--- src/rtl/axi_lite_order_sequencer.sv ---
// AXI4-Lite command master: runs a loadable table of WRITE / POLL orders against a register slave.
// Optional ORDER_RESP_CHECK_EN: a non-OKAY bresp/rresp fails the current order.
module axi_lite_order_sequencer #(
  parameter int unsigned ADDR_WIDTH   = 8,
  parameter int unsigned DATA_WIDTH   = 32,
  parameter int unsigned ORDER_DEPTH  = 16,
  parameter int unsigned POLL_TIMEOUT = 1024,
  localparam int unsigned IDX_W       = $clog2(ORDER_DEPTH),
  localparam int unsigned STRB_W      = DATA_WIDTH / 8
) (
  input  logic                  system_clk,
  input  logic                  rst_n,
  input  logic                  cfg_wr_en,
  input  logic [IDX_W-1:0]      cfg_wr_idx,
  input  logic                  cfg_wr_kind,
  input  logic [ADDR_WIDTH-1:0] cfg_wr_addr,
  input  logic [DATA_WIDTH-1:0] cfg_wr_data,
  input  logic [IDX_W:0]        order_count,
  input  logic                  start,
  output logic                  busy,
  output logic                  done,
  output logic                  error,
  output logic [IDX_W-1:0]      err_idx,
  output logic [ADDR_WIDTH-1:0] m00_axi_awaddr,
  output logic [2:0]            m00_axi_awprot,
  output logic                  m00_axi_awvalid,
  input  logic                  m00_axi_awready,
  output logic [DATA_WIDTH-1:0] m00_axi_wdata,
  output logic [STRB_W-1:0]     m00_axi_wstrb,
  output logic                  m00_axi_wvalid,
  input  logic                  m00_axi_wready,
  input  logic [1:0]            m00_axi_bresp,
  input  logic                  m00_axi_bvalid,
  output logic                  m00_axi_bready,
  output logic [ADDR_WIDTH-1:0] m00_axi_araddr,
  output logic [2:0]            m00_axi_arprot,
  output logic                  m00_axi_arvalid,
  input  logic                  m00_axi_arready,
  input  logic [DATA_WIDTH-1:0] m00_axi_rdata,
  input  logic [1:0]            m00_axi_rresp,
  input  logic                  m00_axi_rvalid,
  output logic                  m00_axi_rready
);

  localparam int unsigned CNT_W = $clog2(POLL_TIMEOUT + 1);

  typedef enum logic [3:0] {
    S_IDLE, S_FETCH, S_WR, S_B, S_RD, S_R, S_CHECK, S_NEXT, S_FINISH, S_FAIL
  } state_t;

  state_t                r_state;
  logic                  r_kind_tbl [ORDER_DEPTH];
  logic [ADDR_WIDTH-1:0] r_addr_tbl [ORDER_DEPTH];
  logic [DATA_WIDTH-1:0] r_data_tbl [ORDER_DEPTH];
  logic [IDX_W-1:0]      r_idx;
  logic [IDX_W:0]        r_count;
  logic [DATA_WIDTH-1:0] r_mask;
  logic [DATA_WIDTH-1:0] r_rdata;
  logic [CNT_W-1:0]      r_poll_cnt;
  logic                  r_busy, r_done, r_error;
  logic [IDX_W-1:0]      r_err_idx;
  logic [ADDR_WIDTH-1:0] r_awaddr, r_araddr;
  logic [DATA_WIDTH-1:0] r_wdata;
  logic                  r_awvalid, r_wvalid, r_bready, r_arvalid, r_rready;

  logic w_idx_ok, w_aw_pend, w_w_pend, w_bresp_bad, w_rresp_bad;

  assign w_idx_ok  = ((IDX_W+1)'(cfg_wr_idx) < (IDX_W+1)'(ORDER_DEPTH));
  assign w_aw_pend = r_awvalid && !m00_axi_awready;
  assign w_w_pend  = r_wvalid && !m00_axi_wready;

`ifdef ORDER_RESP_CHECK_EN
  assign w_bresp_bad = (m00_axi_bresp != 2'b00);
  assign w_rresp_bad = (m00_axi_rresp != 2'b00);
`else
  logic w_unused_resp;
  assign w_unused_resp = ^{m00_axi_bresp, m00_axi_rresp};
  assign w_bresp_bad   = 1'b0;
  assign w_rresp_bad   = 1'b0;
`endif

  // Order table: writable only while idle, frozen during a run
  always_ff @(posedge system_clk) begin
    if (cfg_wr_en && (r_state == S_IDLE) && w_idx_ok) begin
      r_kind_tbl[cfg_wr_idx] <= cfg_wr_kind;
      r_addr_tbl[cfg_wr_idx] <= cfg_wr_addr;
      r_data_tbl[cfg_wr_idx] <= cfg_wr_data;
    end
  end

  always_ff @(posedge system_clk or negedge rst_n) begin
    if (!rst_n) begin
      r_state    <= S_IDLE;
      r_idx      <= '0;
      r_count    <= '0;
      r_mask     <= '0;
      r_rdata    <= '0;
      r_poll_cnt <= '0;
      r_busy     <= 1'b0;
      r_done     <= 1'b0;
      r_error    <= 1'b0;
      r_err_idx  <= '0;
      r_awaddr   <= '0;
      r_araddr   <= '0;
      r_wdata    <= '0;
      r_awvalid  <= 1'b0;
      r_wvalid   <= 1'b0;
      r_bready   <= 1'b0;
      r_arvalid  <= 1'b0;
      r_rready   <= 1'b0;
    end else begin
      r_done  <= 1'b0;
      r_error <= 1'b0;
      // Poll budget covers the whole read/evaluate loop and saturates
      if ((r_state inside {S_RD, S_R, S_CHECK}) && (r_poll_cnt < CNT_W'(POLL_TIMEOUT)))
        r_poll_cnt <= r_poll_cnt + 1'b1;
      case (r_state)
        S_IDLE: begin
          if (start) begin
            r_idx     <= '0;
            r_count   <= order_count;
            r_err_idx <= '0;
            r_busy    <= 1'b1;
            r_state   <= (order_count == '0) ? S_FINISH : S_FETCH;
          end
        end
        S_FETCH: begin
          r_poll_cnt <= '0;
          r_mask     <= r_data_tbl[r_idx];
          if (r_kind_tbl[r_idx]) begin
            r_araddr  <= r_addr_tbl[r_idx];
            r_arvalid <= 1'b1;
            r_state   <= S_RD;
          end else begin
            r_awaddr  <= r_addr_tbl[r_idx];
            r_wdata   <= r_data_tbl[r_idx];
            r_awvalid <= 1'b1;
            r_wvalid  <= 1'b1;
            r_state   <= S_WR;
          end
        end
        S_WR: begin
          // AW and W retire independently, in either order
          if (m00_axi_awready) r_awvalid <= 1'b0;
          if (m00_axi_wready)  r_wvalid  <= 1'b0;
          if (!w_aw_pend && !w_w_pend) begin
            r_bready <= 1'b1;
            r_state  <= S_B;
          end
        end
        S_B: begin
          if (m00_axi_bvalid) begin
            r_bready <= 1'b0;
            r_state  <= w_bresp_bad ? S_FAIL : S_NEXT;
          end
        end
        S_RD: begin
          if (m00_axi_arready) begin
            r_arvalid <= 1'b0;
            r_rready  <= 1'b1;
            r_state   <= S_R;
          end
        end
        S_R: begin
          if (m00_axi_rvalid) begin
            r_rready <= 1'b0;
            r_rdata  <= m00_axi_rdata;
            r_state  <= w_rresp_bad ? S_FAIL : S_CHECK;
          end
        end
        S_CHECK: begin
          if ((r_rdata & r_mask) == r_mask) begin
            r_state <= S_NEXT;
          end else if (r_poll_cnt >= CNT_W'(POLL_TIMEOUT)) begin
            r_state <= S_FAIL;
          end else begin
            r_arvalid <= 1'b1;
            r_state   <= S_RD;
          end
        end
        S_NEXT: begin
          r_idx   <= r_idx + 1'b1;
          r_state <= (((IDX_W+1)'(r_idx) + 1'b1) == r_count) ? S_FINISH : S_FETCH;
        end
        S_FINISH: begin
          r_done  <= 1'b1;
          r_busy  <= 1'b0;
          r_state <= S_IDLE;
        end
        S_FAIL: begin
          r_error   <= 1'b1;
          r_err_idx <= r_idx;
          r_busy    <= 1'b0;
          r_state   <= S_IDLE;
        end
        default: r_state <= S_IDLE;
      endcase
    end
  end

  assign busy            = r_busy;
  assign done            = r_done;
  assign error           = r_error;
  assign err_idx         = r_err_idx;
  assign m00_axi_awaddr  = r_awaddr;
  assign m00_axi_awprot  = 3'b000;
  assign m00_axi_awvalid = r_awvalid;
  assign m00_axi_wdata   = r_wdata;
  assign m00_axi_wstrb   = '1;
  assign m00_axi_wvalid  = r_wvalid;
  assign m00_axi_bready  = r_bready;
  assign m00_axi_araddr  = r_araddr;
  assign m00_axi_arprot  = 3'b000;
  assign m00_axi_arvalid = r_arvalid;
  assign m00_axi_rready  = r_rready;

endmodule

--- config.mk ---
export PLATFORM = sky130hd
export DESIGN_NAME = axi_lite_order_sequencer
export DESIGN_NICKNAME = d
export VERILOG_FILES = /design/src/rtl/axi_lite_order_sequencer.sv
export SDC_FILE = /design/constraint.sdc
export NUM_CORES = 1
export LEC_CHECK = 0
export BUFFER_PORTS_ARGS = -buffer_cell sky130_fd_sc_hd__clkbuf_2
export CORE_MARGIN = 4
export CORE_UTILIZATION = 60
export DETAILED_ROUTE_END_ITERATION = 12
export GPL_TIMING_DRIVEN = 0
export HOLD_SLACK_MARGIN = 0.15
export PLACE_DENSITY_LB_ADDON = 0.25
export SYNTH_ARGS = -nofsm -noshare
export SYNTH_HDL_FRONTEND = slang
export SYNTH_SLANG_ARGS = --single-unit
--- constraint.sdc ---
create_clock -name system_clk -period 7.2 [get_ports system_clk]
set_input_delay 1.44 -clock system_clk [delete_from_list [all_inputs] [get_ports system_clk]]
set_output_delay 1.44 -clock system_clk [all_outputs]
set_load 0.005 [all_outputs]
# == After elaboration in Yosys (flattened, before gate mapping) ==
# Memory sizes are Yosys's and may differ from the RTL's.
# Cells that the tools add are included.
# word_totals
register_bits,148
latchBits,0
ramBits,656
romBits,0
in_bits,95
out_inout_bits,70
word_cells,122
n_memories,3
# memory_table
memory,depth,width,read_ports,rd_ports_with_merged_regs,wr,line,text
r_data_tbl,16,32,1,0,1,54,logic [DATA_WIDTH-1:0] r_data_tbl [ORDER_DEPTH];
r_addr_tbl,16,8,1,0,1,53,logic [ADDR_WIDTH-1:0] r_addr_tbl [ORDER_DEPTH];
r_kind_tbl,16,1,1,0,1,52,logic r_kind_tbl [ORDER_DEPTH];
# classes
add_sub_neg,3
multipliers,0
div,0
magnitude_cmp,2
n_eq_ne,22
shifts,0
muxes,38
bitwise_logic,2
n_reduce_logical,34
# ops
operator,n
$mux 4,10
$and 32x32->32,1
$eq 32x32->1,1
$pmux 4 s8,1
$mux 11,2
$ne 2x2->1 const B,11
$eq 4x3->1 const B,4
$mux 1,16
$pmux 4 s2,2
$reduce_and 2->1,7
$reduce_bool 2->1,7
$reduce_and 3->1,4
$add 11x1->11 const B,1
$ge 11x11->1 const B,1
$lt 11x11->1 const B,1
$pmux 1 s2,5
$reduce_and 5->1,2
$eq 4x2->1 const B,2
$eq 4x4->1 const B,2
$reduce_bool 3->1,2
$add 4x1->5 const B,1
$eq 5x5->1,1
$logic_and 1x1->1,5
$logic_not 5->1,1
8 further kinds,11

# == Depth between registers and ports, before layout ==
# depth
depth_word,6
mapped_depth,9

# == Least setup slack after synthesis ==
# No wires, ideal clock.
# synth_timing
path_type,input-to-reg
startpoint,in cfg_wr_en
endpoint,"mem r_addr_tbl[0][0], enable pin"
arrival_ns,4.696
path_slack_ns,2.013
stages,3
path_buffers,0
path_cell_list,nand2_1 or3_1 nor3_1
# synth_between
elab_chain_len,3
# synth_lines
element,line,text
start: declaration,13,"input logic cfg_wr_en,"
$logic_and 1x1->1,84,if (cfg_wr_en && (r_state == S_IDLE) && w_idx_ok) begin
$mux 1,84,
$mux 1 (not written as such),86,r_addr_tbl[cfg_wr_idx] <= cfg_wr_addr;
end: declaration,53,
# No other way between the ends.

# == Final worst setup path ==
# layout_timing
startpoint,reg r_state[3]
endpoint,reg r_mask[8] (read register of r_data_tbl)
# layout_between
elab_chain_len,1
# layout_lines
element,line,text
start: declaration,51,state_t r_state;
start signal: assignment,124,r_state <= (order_count == '0) ? S_FINISH : S_FETCH;
start signal: assignment,154,r_state <= w_bresp_bad ? S_FAIL : S_NEXT;
start signal: assignment,168,r_state <= w_rresp_bad ? S_FAIL : S_CHECK;
$eq 4x1->1,117,case (r_state)
end: declaration,57,logic [DATA_WIDTH-1:0] r_mask;
# No other way between the ends.
# A chain may end at the register's enable or synchronous reset.

==> run summary <==
Slew Limit Fails: 0
crit path cell chain: clkbuf_1 > nor3_1 > clkbuf_1 > buf_1 > a31oi_1
CTS Hold Bufs: 0
ys flop type: edfxtp_1
DR pass1 iterations: 5
#FFs+latches synth: 804
critical path startpoint: r_state[3]
Worst Clk Skew: 0.02587 ns
Max Cap Violations: 0
Worst Max-Slew Pin Slew: 1.299 ns
CTS buffer count: 79
register area share after synthesis: 74.30%
Via density: 6.528
worst min-delay path class: flip-flop to flip-flop
CP delay by family, top: buffers and inverters
gp weighted congestion: 0.8675
clk sinks: 804
final wirelength: 80790 um
Post-synth EDFFs: 656
Die Area: 56230 um^2
Reg clk slew, reported paths: 0.06 ns
IO Pins: 165
Die H: 237.1 um
largest net degree at the start of global routing: 85
dpl hpwl: 52450 um
commonest non-fill, non-tap cell in the layout: edfxtp_1
crit path kind: flip-flop to flip-flop
cell area power density: 341.2 nW/um^2
post-CTS setup repair buffer count: 0
slowest stage cell on the critical path: nor3_1
Setup TNS: 0 ns
area delta synth->final: 15.85%
Max VDD drop: 0.2514 mV
asr flop ratio synth: 18.41%
core area: 51610 um^2
Crit. path cell count: 5
Post-Syn Instances: 1736
Final Hold Vio Count: 0
Worst EP required: 7.62 ns
worst-skew pair later-pin latency: 0.62 ns
DP Worst Slack: 3.560 ns
WP data arrival: 3.89 ns
post-route ant nets: 0
clk buf depth: 3
Lkg Pwr: 12.58 nW
Final setup viols: 0
fin cells: 2760
FF-to-FF setup slack: 3.73 ns
fin crit period: 3.474 ns
CTS tree: yes
most frequent cells in the layout: 656 x edfxtp_1, 166 x mux2i_1, 150 x clkbuf_2
global route total overflow: 0
Inst Count DP: 2615
CP startpoint kind: flip-flop
die width: 237.1 um
Yosys cell types: 58
Iter 0 DRT Violations: 2370
PnR worst setup slack: 3.726 ns
first-pass GRT wire length: 118400 um
H-tree depth: 3
Worst Reg-to-Reg Cells: 5
share of cells above drive strength 1: 26.14%
Hold Slack: 0.4972 ns
RSZ-0062 raised after global routing: false
vias in the first global route: 18300
DR DRC count: 0
DR WL/cell: 29.27 um
Fmax: 0.2878 GHz
vias: 18020
Critical Path End: r_mask[8]
Slew Limit Headroom: 12.71%
# nets final: 2114
IO Port Bufs: 150
R2R Path End: r_mask[8]
Initial Util: 61.03%
Post-CTS Resized: 0
outcome: finished clean
WP buf/inv: 3
overall routing resource usage: 28.60%
# fillers: 3093
clock root buffer: clkbuf_16
initial antenna violation count: 7
Synth Warn #: 0
Max FO, Critical Path: 10
mapped cell area: 31500 um^2
num rows: 83
CP Capture Type: flip-flop
final period utilization: 48.25%
Post-Syn Area per Cell: 18.14 um^2
reg2reg start: r_state[3]
worst stage delay on the critical path: 1.07 ns
most frequent cell on the critical path: clkbuf_1
## layout make-up
cell class                      instances  area (um^2)  share of cell area [%]
Timing Repair Buffer                  191         1458                   3.995
Buffer                                101        563.0                   1.543
Antenna cell                            3        7.507                 0.02057
Multi-Input combinational cell        823         7614                   20.86
Inverter                               16        60.06                  0.1646
Sequential cell                       804        23400                   64.13
Tap cell                              680        850.8                   2.332
Clock inverter                         27        229.0                  0.6275
Clock buffer                          115         2307                   6.323
## synth_stat cells, types with 15 or more instances
library cell,count,area [um^2]
edfxtp_1,656,19700
mux2i_1,166,1662
dfrtp_1,148,3704
mux4_2,82,1847
a221oi_1,81,709.4
mux2_2,74,833.3
nand2_1,74,277.8
nor2_1,69,259.0
o21ai_0,51,255.2
clkbuf_1,43,161.4
a22oi_1,40,300.3
a31oi_1,35,219.0
nor2b_1,28,175.2
buf_4,24,180.2
buf_2,20,100.1
inv_1,15,56.30
## logic make-up (layout without fill, tap and decap cells)
kind of cell,count (synthesis),in the layout,share of synthesized area (%)
AO/OA/AOI/OAI,234,234,5.458
XOR/XNOR,15,15,0.4608
adder cells (fa/ha/maj),3,3,0.1192
buffers and inverters,117,450,1.978
flip-flops,804,804,74.30
multiplexers,333,333,14.27
other,2,13,0.02384
AND/OR/NAND/NOR,228,228,3.392
## worst min path at each step
| stage | cells after the start | slack, ns | endpoint | startpoint |
|---|---|---|---|---|
| 6_report | 1 | 0.50 | m00_axi_awaddr[1] | m00_axi_awaddr[1] |
| 4_1_cts | 1 | 0.50 | m00_axi_awaddr[1] | m00_axi_awaddr[1] |
| 3_5_place_dp | 1 | 0.49 | m00_axi_awaddr[1] | m00_axi_awaddr[1] |
| 2_1_floorplan | 1 | 0.48 | r_rdata[16] | r_rdata[16] |
| 5_1_grt | 1 | 0.51 | m00_axi_awaddr[0] | m00_axi_awaddr[0] |
| 3_3_place_gp | 1 | 0.47 | m00_axi_awaddr[1] | m00_axi_awaddr[1] |
## metrics by stage
stage / power (mW) / util (%) / instance area [um^2]
detailed placement: 8.451 / 65.77 / 33950
CTS: 12.46 / 70.69 / 36480
global route: 12.89 / 70.69 / 36490
global placement: 8.332 / 64.19 / 33130
floorplan: 7.408 / - / 31530
finish: 12.45 / 70.70 / 36490
## report_power, final
group	switching [mW]	internal (mW)	leakage [nW]
registers	0.299	5.47	7.66
clock network	1.67	2.36	1.24
logic	1.50	1.16	3.68
## routing by layer
layer	part of all wire, %	GRT usage [%]	vias up
met1	37	39.50	9130
met3	12	8.747	205
met5	0.17	1.178	-
li1	-	-	7488
met4	4.0	11.73	10
met2	46	43.19	1185
## sequential cells by signal, summed over array words and instances, names as in the netlist
register and cells:
r_mask 32, r_data_tbl 512, m00_axi_wvalid 1, m00_axi_araddr 8
r_poll_cnt 11, m00_axi_awaddr 8, m00_axi_arvalid 1, r_count 5
m00_axi_wdata 32, error 1, r_idx 4, r_state 4
m00_axi_rready 1, busy 1, err_idx 4, r_addr_tbl 128
m00_axi_bready 1, r_rdata 32, m00_axi_awvalid 1, done 1
r_kind_tbl 16
Note: power is estimated with default switching activity, not from simulation.
